===== config.mk =====
export PLATFORM = sky130hd
export DESIGN_NAME = shift_reg_n
export DESIGN_NICKNAME = d
export VERILOG_FILES = /design/src/rtl/shift_reg_pkg.sv /design/src/rtl/shift_reg_n_step.sv /design/src/rtl/shift_reg_n.sv
export SDC_FILE = /design/constraint.sdc
export NUM_CORES = 1
export LEC_CHECK = 0
export CAP_MARGIN = 20
export CORE_AREA = 3 3 67 94
export DETAILED_ROUTE_END_ITERATION = 10
export DIE_AREA = 0 0 70 97
export GPL_ROUTABILITY_DRIVEN = 0
export PLACE_DENSITY = 0.83
export SYNTH_ARGS = -nofsm -noshare
export SYNTH_HDL_FRONTEND = slang
export SYNTH_SLANG_ARGS = --single-unit

===== constraint.sdc =====
create_clock -name clk -period 1.9 [get_ports clk]
set_input_delay 0.38 -clock clk [delete_from_list [all_inputs] [get_ports clk]]
set_output_delay 0.38 -clock clk [all_outputs]
set_load 0.02 [all_outputs]

===== src/rtl/shift_reg_pkg.sv =====
// rtl/shift_reg_pkg.sv - op codes and helpers shared by the multi-mode shift register
//
// Purpose: single source for the operation encoding used by shift_reg_n and its
// combinational step function, plus a classifier for the shift class.
package shift_reg_pkg;

  localparam int OP_W = 3;

  typedef logic [OP_W-1:0] op_t;

  localparam op_t OP_HOLD  = 3'b000;
  localparam op_t OP_LOAD  = 3'b001;
  localparam op_t OP_SHL   = 3'b010;
  localparam op_t OP_SHR   = 3'b011;
  localparam op_t OP_ASR   = 3'b100;
  localparam op_t OP_ROL   = 3'b101;
  localparam op_t OP_ROR   = 3'b110;
  localparam op_t OP_CLEAR = 3'b111;

  // Shift class: the only ops that may be repeated by a counted run.
  function automatic logic is_shift(input op_t op);
    return (op == OP_SHL) || (op == OP_SHR) || (op == OP_ASR) ||
           (op == OP_ROL) || (op == OP_ROR);
  endfunction

endpackage


===== src/rtl/shift_reg_n_step.sv =====
// rtl/shift_reg_n_step.sv - combinational next-value function of the shift register
//
// Purpose: computes the register value after one application of an op.
// Ports:
//   op_i      operation code
//   q_i       current register value
//   d_i       parallel load data
//   sin_i     serial input bit (SHL/SHR)
//   q_next_o  value after one step of op_i
module shift_reg_n_step
  import shift_reg_pkg::*;
#(
  parameter int WIDTH = 32
) (
  input  op_t              op_i,
  input  logic [WIDTH-1:0] q_i,
  input  logic [WIDTH-1:0] d_i,
  input  logic             sin_i,
  output logic [WIDTH-1:0] q_next_o
);

  always_comb begin
    q_next_o = q_i;
    case (op_i)
      OP_HOLD:  q_next_o = q_i;
      OP_LOAD:  q_next_o = d_i;
      OP_SHL:   q_next_o = {q_i[WIDTH-2:0], sin_i};
      OP_SHR:   q_next_o = {sin_i, q_i[WIDTH-1:1]};
      OP_ASR:   q_next_o = {q_i[WIDTH-1], q_i[WIDTH-1:1]};
      OP_ROL:   q_next_o = {q_i[WIDTH-2:0], q_i[WIDTH-1]};
      OP_ROR:   q_next_o = {q_i[0], q_i[WIDTH-1:1]};
      OP_CLEAR: q_next_o = '0;
      default:  q_next_o = q_i;
    endcase
  end

endmodule


===== src/rtl/shift_reg_n.sv =====
// rtl/shift_reg_n.sv - parametrised multi-mode register with counted shift runs
//
// Purpose: hold/load/clear/shift/rotate register; a start pulse with a shift op
// and a non-zero amount runs that shift autonomously amount times.
// Ports:
//   clk, reset_n   clock, synchronous active-low reset
//   op, d, sin     operation, parallel data, serial input
//   start, amount  begin counted run of op, amount steps
//   q              register contents
//   sout_l, sout_r MSB / LSB of q
//   zero           q == 0
//   busy           counted run in progress
//   done           one-cycle completion pulse
module shift_reg_n
  import shift_reg_pkg::*;
#(
  parameter  int WIDTH = 32,
  localparam int CNT_W = $clog2(WIDTH + 1)
) (
  input  logic             clk,
  input  logic             reset_n,
  input  logic [OP_W-1:0]  op,
  input  logic [WIDTH-1:0] d,
  input  logic             sin,
  input  logic             start,
  input  logic [CNT_W-1:0] amount,
  output logic [WIDTH-1:0] q,
  output logic             sout_l,
  output logic             sout_r,
  output logic             zero,
  output logic             busy,
  output logic             done
);

  localparam logic [CNT_W-1:0] CNT_ONE = CNT_W'(1);

  logic [WIDTH-1:0] q_q, q_d;
  op_t              op_r_q, op_r_d;
  logic [CNT_W-1:0] cnt_q, cnt_d;
  logic             busy_q, busy_d;
  logic             done_q, done_d;

  op_t              step_op;
  logic [WIDTH-1:0] step_q;

  // While a run is active the latched op drives the step; live op is ignored.
  assign step_op = busy_q ? op_r_q : op_t'(op);

  shift_reg_n_step #(.WIDTH(WIDTH)) u_step (
    .op_i     (step_op),
    .q_i      (q_q),
    .d_i      (d),
    .sin_i    (sin),
    .q_next_o (step_q)
  );

  always_comb begin
    q_d    = q_q;
    op_r_d = op_r_q;
    cnt_d  = cnt_q;
    busy_d = busy_q;
    done_d = 1'b0;
    if (busy_q) begin
      q_d   = step_q;
      cnt_d = cnt_q - CNT_ONE;
      if (cnt_q == CNT_ONE) begin
        busy_d = 1'b0;
        done_d = 1'b1;
      end
    end else if (start) begin
      if (is_shift(op_t'(op))) begin
        // q is left untouched on the accepting edge; shifts begin next edge.
        if (amount != '0) begin
          op_r_d = op_t'(op);
          cnt_d  = amount;
          busy_d = 1'b1;
        end else begin
          done_d = 1'b1;
        end
      end else begin
        q_d    = step_q;
        done_d = 1'b1;
      end
    end else begin
      q_d = step_q;
    end
  end

  always_ff @(posedge clk) begin
    if (!reset_n) begin
      q_q    <= '0;
      op_r_q <= OP_HOLD;
      cnt_q  <= '0;
      busy_q <= 1'b0;
      done_q <= 1'b0;
    end else begin
      q_q    <= q_d;
      op_r_q <= op_r_d;
      cnt_q  <= cnt_d;
      busy_q <= busy_d;
      done_q <= done_d;
    end
  end

  assign q      = q_q;
  assign sout_l = q_q[WIDTH-1];
  assign sout_r = q_q[0];
  assign zero   = (q_q == '0);
  assign busy   = busy_q;
  assign done   = done_q;

endmodule


==> summary.md <==
| Metric | Value |
|---|---|
| Status | completed |
| Worst setup path class | flip-flop to output port |
| Core area | 5530 sq um |
| Post-Synth XOR/XNOR Area | 0.00686 |
| Avg Synthesized Cell Area | 7.98 sq um |
| GR Overflow Total | 0 |
| Cells after DPL | 500 |
| Synth Area in Compound Gates | 0.295 |
| Crit path max fanout | 4 |
| Worst VDD drop | 0.614 mV |
| Worst-case clock buffer depth | 2 |
| Post-synthesis simple-gate area fraction | 0.220 |
| HP Class | flip-flop to flip-flop |
| Routed wl met2 | 4900 um |
| H-tree depth | 2 |
| Fill count | 434 |
| Unrepaired setup endpoints after global routing | false |
| Power Density | 795 nW/um^2 |
| Cells after Synth | 320 |
| Area contributors post-synth | dfxtp_1 (34%), nor2_1 (11%), a221oi_1 (10%) |
| Post-synth ARST share | 0 |
| Commonest non-fill, non-tap cell in the layout | clkdlybuf4s50_1 |
| Yosys reg bits | 43 |
| Most frequent cells in the layout | clkdlybuf4s50_1 (77), nor2_1 (75), buf_4 (56), o21ai_0 (46), dfxtp_1 (41) |
| 1st-iter DRT viols | 374 |
| Final hold vios | 0 |
| TNS Setup | 0 ns |
| Num rows | 32 |
| Final net count | 489 |
| Drt pass-1 iters | 5 |
| Worst-path clk slew | 0.10 ns |
| Overall Global Routing Usage | 0.244 |
| Clk root buf | clkbuf_8 |
| First-pass GRT wire length | 13700 um |
| Ports | 82 |
| Critical Path Start Type | flip-flop |
| Port bufs | 81 |
| Seq/Total Area, Yosys | 0.337 |
| Post-layout power | 3.12 mW |
| Met3 WL | 687 um |
| Max Clk Rate | 0.547 GHz |
| Uppermost layer routed | met4 |
| Cell area after layout | 3920 sq um |
| Multi-input gate area | 1580 sq um |
| Synth warnings | 0 |
| Utilization after layout | 0.710 |
| Clock sink count | 43 |
| Area fraction of the dominant cell type after synthesis | 0.337 |
| Final slew viol count | 0 |
| Tmin final | 1.83 ns |
| Final Non-Filler Cells | 511 |
| Vias per cell | 6.12 |
| Critical Path RT | 1.52 ns |
| Worst hold path cell count | 2 |
| CP endpoint kind | output port |
| Drc violations | 0 |
| Leak pwr | 1.55 nW |
| Vias in the first global route | 2841 |
| CTS Hold Bufs | 0 |
| R2R depth | 5 |
| M1 wire length | 3340 um |
| DR WL/cell | 18.0 um |
| Synth area leader | dfxtp_1 |
| Register Area | 866 sq um |
| Endpoints failing setup | 0 |
| Hpwl dp | 6100 um |
| EDFF count, synth | 0 |
| Skew final | 0.0112 ns |
| Post-synthesis instance area | 2550 sq um |
| Largest family of logic cells by synthesized area | compound AO/OA/AOI/OAI gates |
| Pre-CTS setup slack | -0.224 ns |
| Largest net degree at the start of global routing | 32 |
| Relative slew slack | 0.746 |
| Die Area | 6790 sq um |
| DP Area | 3740 sq um |
| Total CTS buffers | 5 |
| Share of cell area taken by muxes after synthesis | 0.0544 |
| Die height | 97 um |
| Slew @ Worst Pin | 0.378 ns |
| CTS tree | yes |
| PnR worst setup slack | 0.0730 ns |
| Max cap viols | 0 |
| Share of layout cells above drive strength 1 | 0.210 |
| Initial antenna violation count | 0 |
| Synth-to-Final Area Change | 53.6% |
| Distinct cells, synth | 49 |
| Drt total wl | 9190 um |
| DR vias | 3126 |
| CP arrival | 1.45 ns |
| Post-Syn Nets | 367 |
| Final Hold Slack | 0.482 ns |
| Post-route ant nets | 0 |
| DIE WIDTH | 70 um |
| Fin crit share | 0.962 |
| Worst-Skew Late Latency | 0.31 ns |
| N_diodes | 0 |
| Top_reg_cell synth | dfxtp_1 |
| Post-synthesis adder-cell area fraction | 0.00980 |
| Starting Density | 0.462 |
==> metal layers <==
metal / global-route usage / vias up
met5: 0 / -
li1: - / 1436
met3: 0.0447 / 24
met2: 0.442 / 173
met1: 0.284 / 1493
met4: 0.0767 / 0
==> sequential cells by signal, indices dropped and copies added (netlist names) <==
| name | flops |
|---|---|
| busy | 1 |
| cnt_q | 6 |
| done | 1 |
| op_r_q | 3 |
| q | 32 |
==> worst paths after layout <==
check / slack [ns] / startpoint / endpoint
worst min-delay path: 0.48 / cnt_q[3]$_SDFFE_PN0P_ / cnt_q[3]$_SDFFE_PN0P_
worst min register to register: 0.48 / cnt_q[3]$_SDFFE_PN0P_ / cnt_q[3]$_SDFFE_PN0P_
worst max-delay path: 0.07 / q[20]$_SDFFE_PN0P_ / q[20]
worst max register to register: 0.16 / op_r_q[2]$_SDFFE_PN0P_ / q[11]$_SDFFE_PN0P_
==> cells in the mapped netlist (all sizes together) (3+ instances only) <==
master / count
a21oi: 8
a221oi: 30
buf: 22
clkbuf: 4
dfxtp: 43
inv: 4
mux2: 3
mux2i: 6
nand2: 8
nand3: 7
nand3b: 4
nand4: 3
nor2: 76
nor4: 9
o21ai: 63
==> critical path, cell delays in order, from the launching register on <==
cell and delay [ns]:
dfxtp_1 0.38, buf_4 0.16, clkdlybuf4s50_1 0.60
==> layout make-up <==
| type | count | area share |
|---|---|---|
| Multi-Input combinational cell | 248 | 0.402 |
| Timing Repair Buffer | 139 | 0.328 |
| Sequential cell | 43 | 0.221 |
| Tap cell | 68 | 0.0217 |
| Clock buffer | 5 | 0.0175 |
| Clock inverter | 3 | 0.00606 |
| Inverter | 5 | 0.00478 |
==> power breakdown <==
| group | internal, mW | switching (mW) | leakage [nW] |
|---|---|---|---|
| Combinational | 0.679 | 0.710 | 1.16 |
| Clock | 0.263 | 0.358 | 0.0408 |
| Sequential | 1.01 | 0.0956 | 0.356 |
==> timing repair <==
item | CTS | global route
resized for setup | 11 | 10
setup buffers | 0 | 1
endpoints found under the setup margin | 7 | 10
cloned | 0 | 2
pin swaps | 2 | 5
==> kinds of logic after synthesis <==
group                    Yosys count
AO/OA/AOI/OAI                    115
XOR/XNOR                           2
adder cells (fa/ha/maj)            2
buffers and inverters             31
flip-flops                        43
multiplexers                       9
AND/OR/NAND/NOR                  118
No activity file was read; power rests on OpenSTA's default activity.
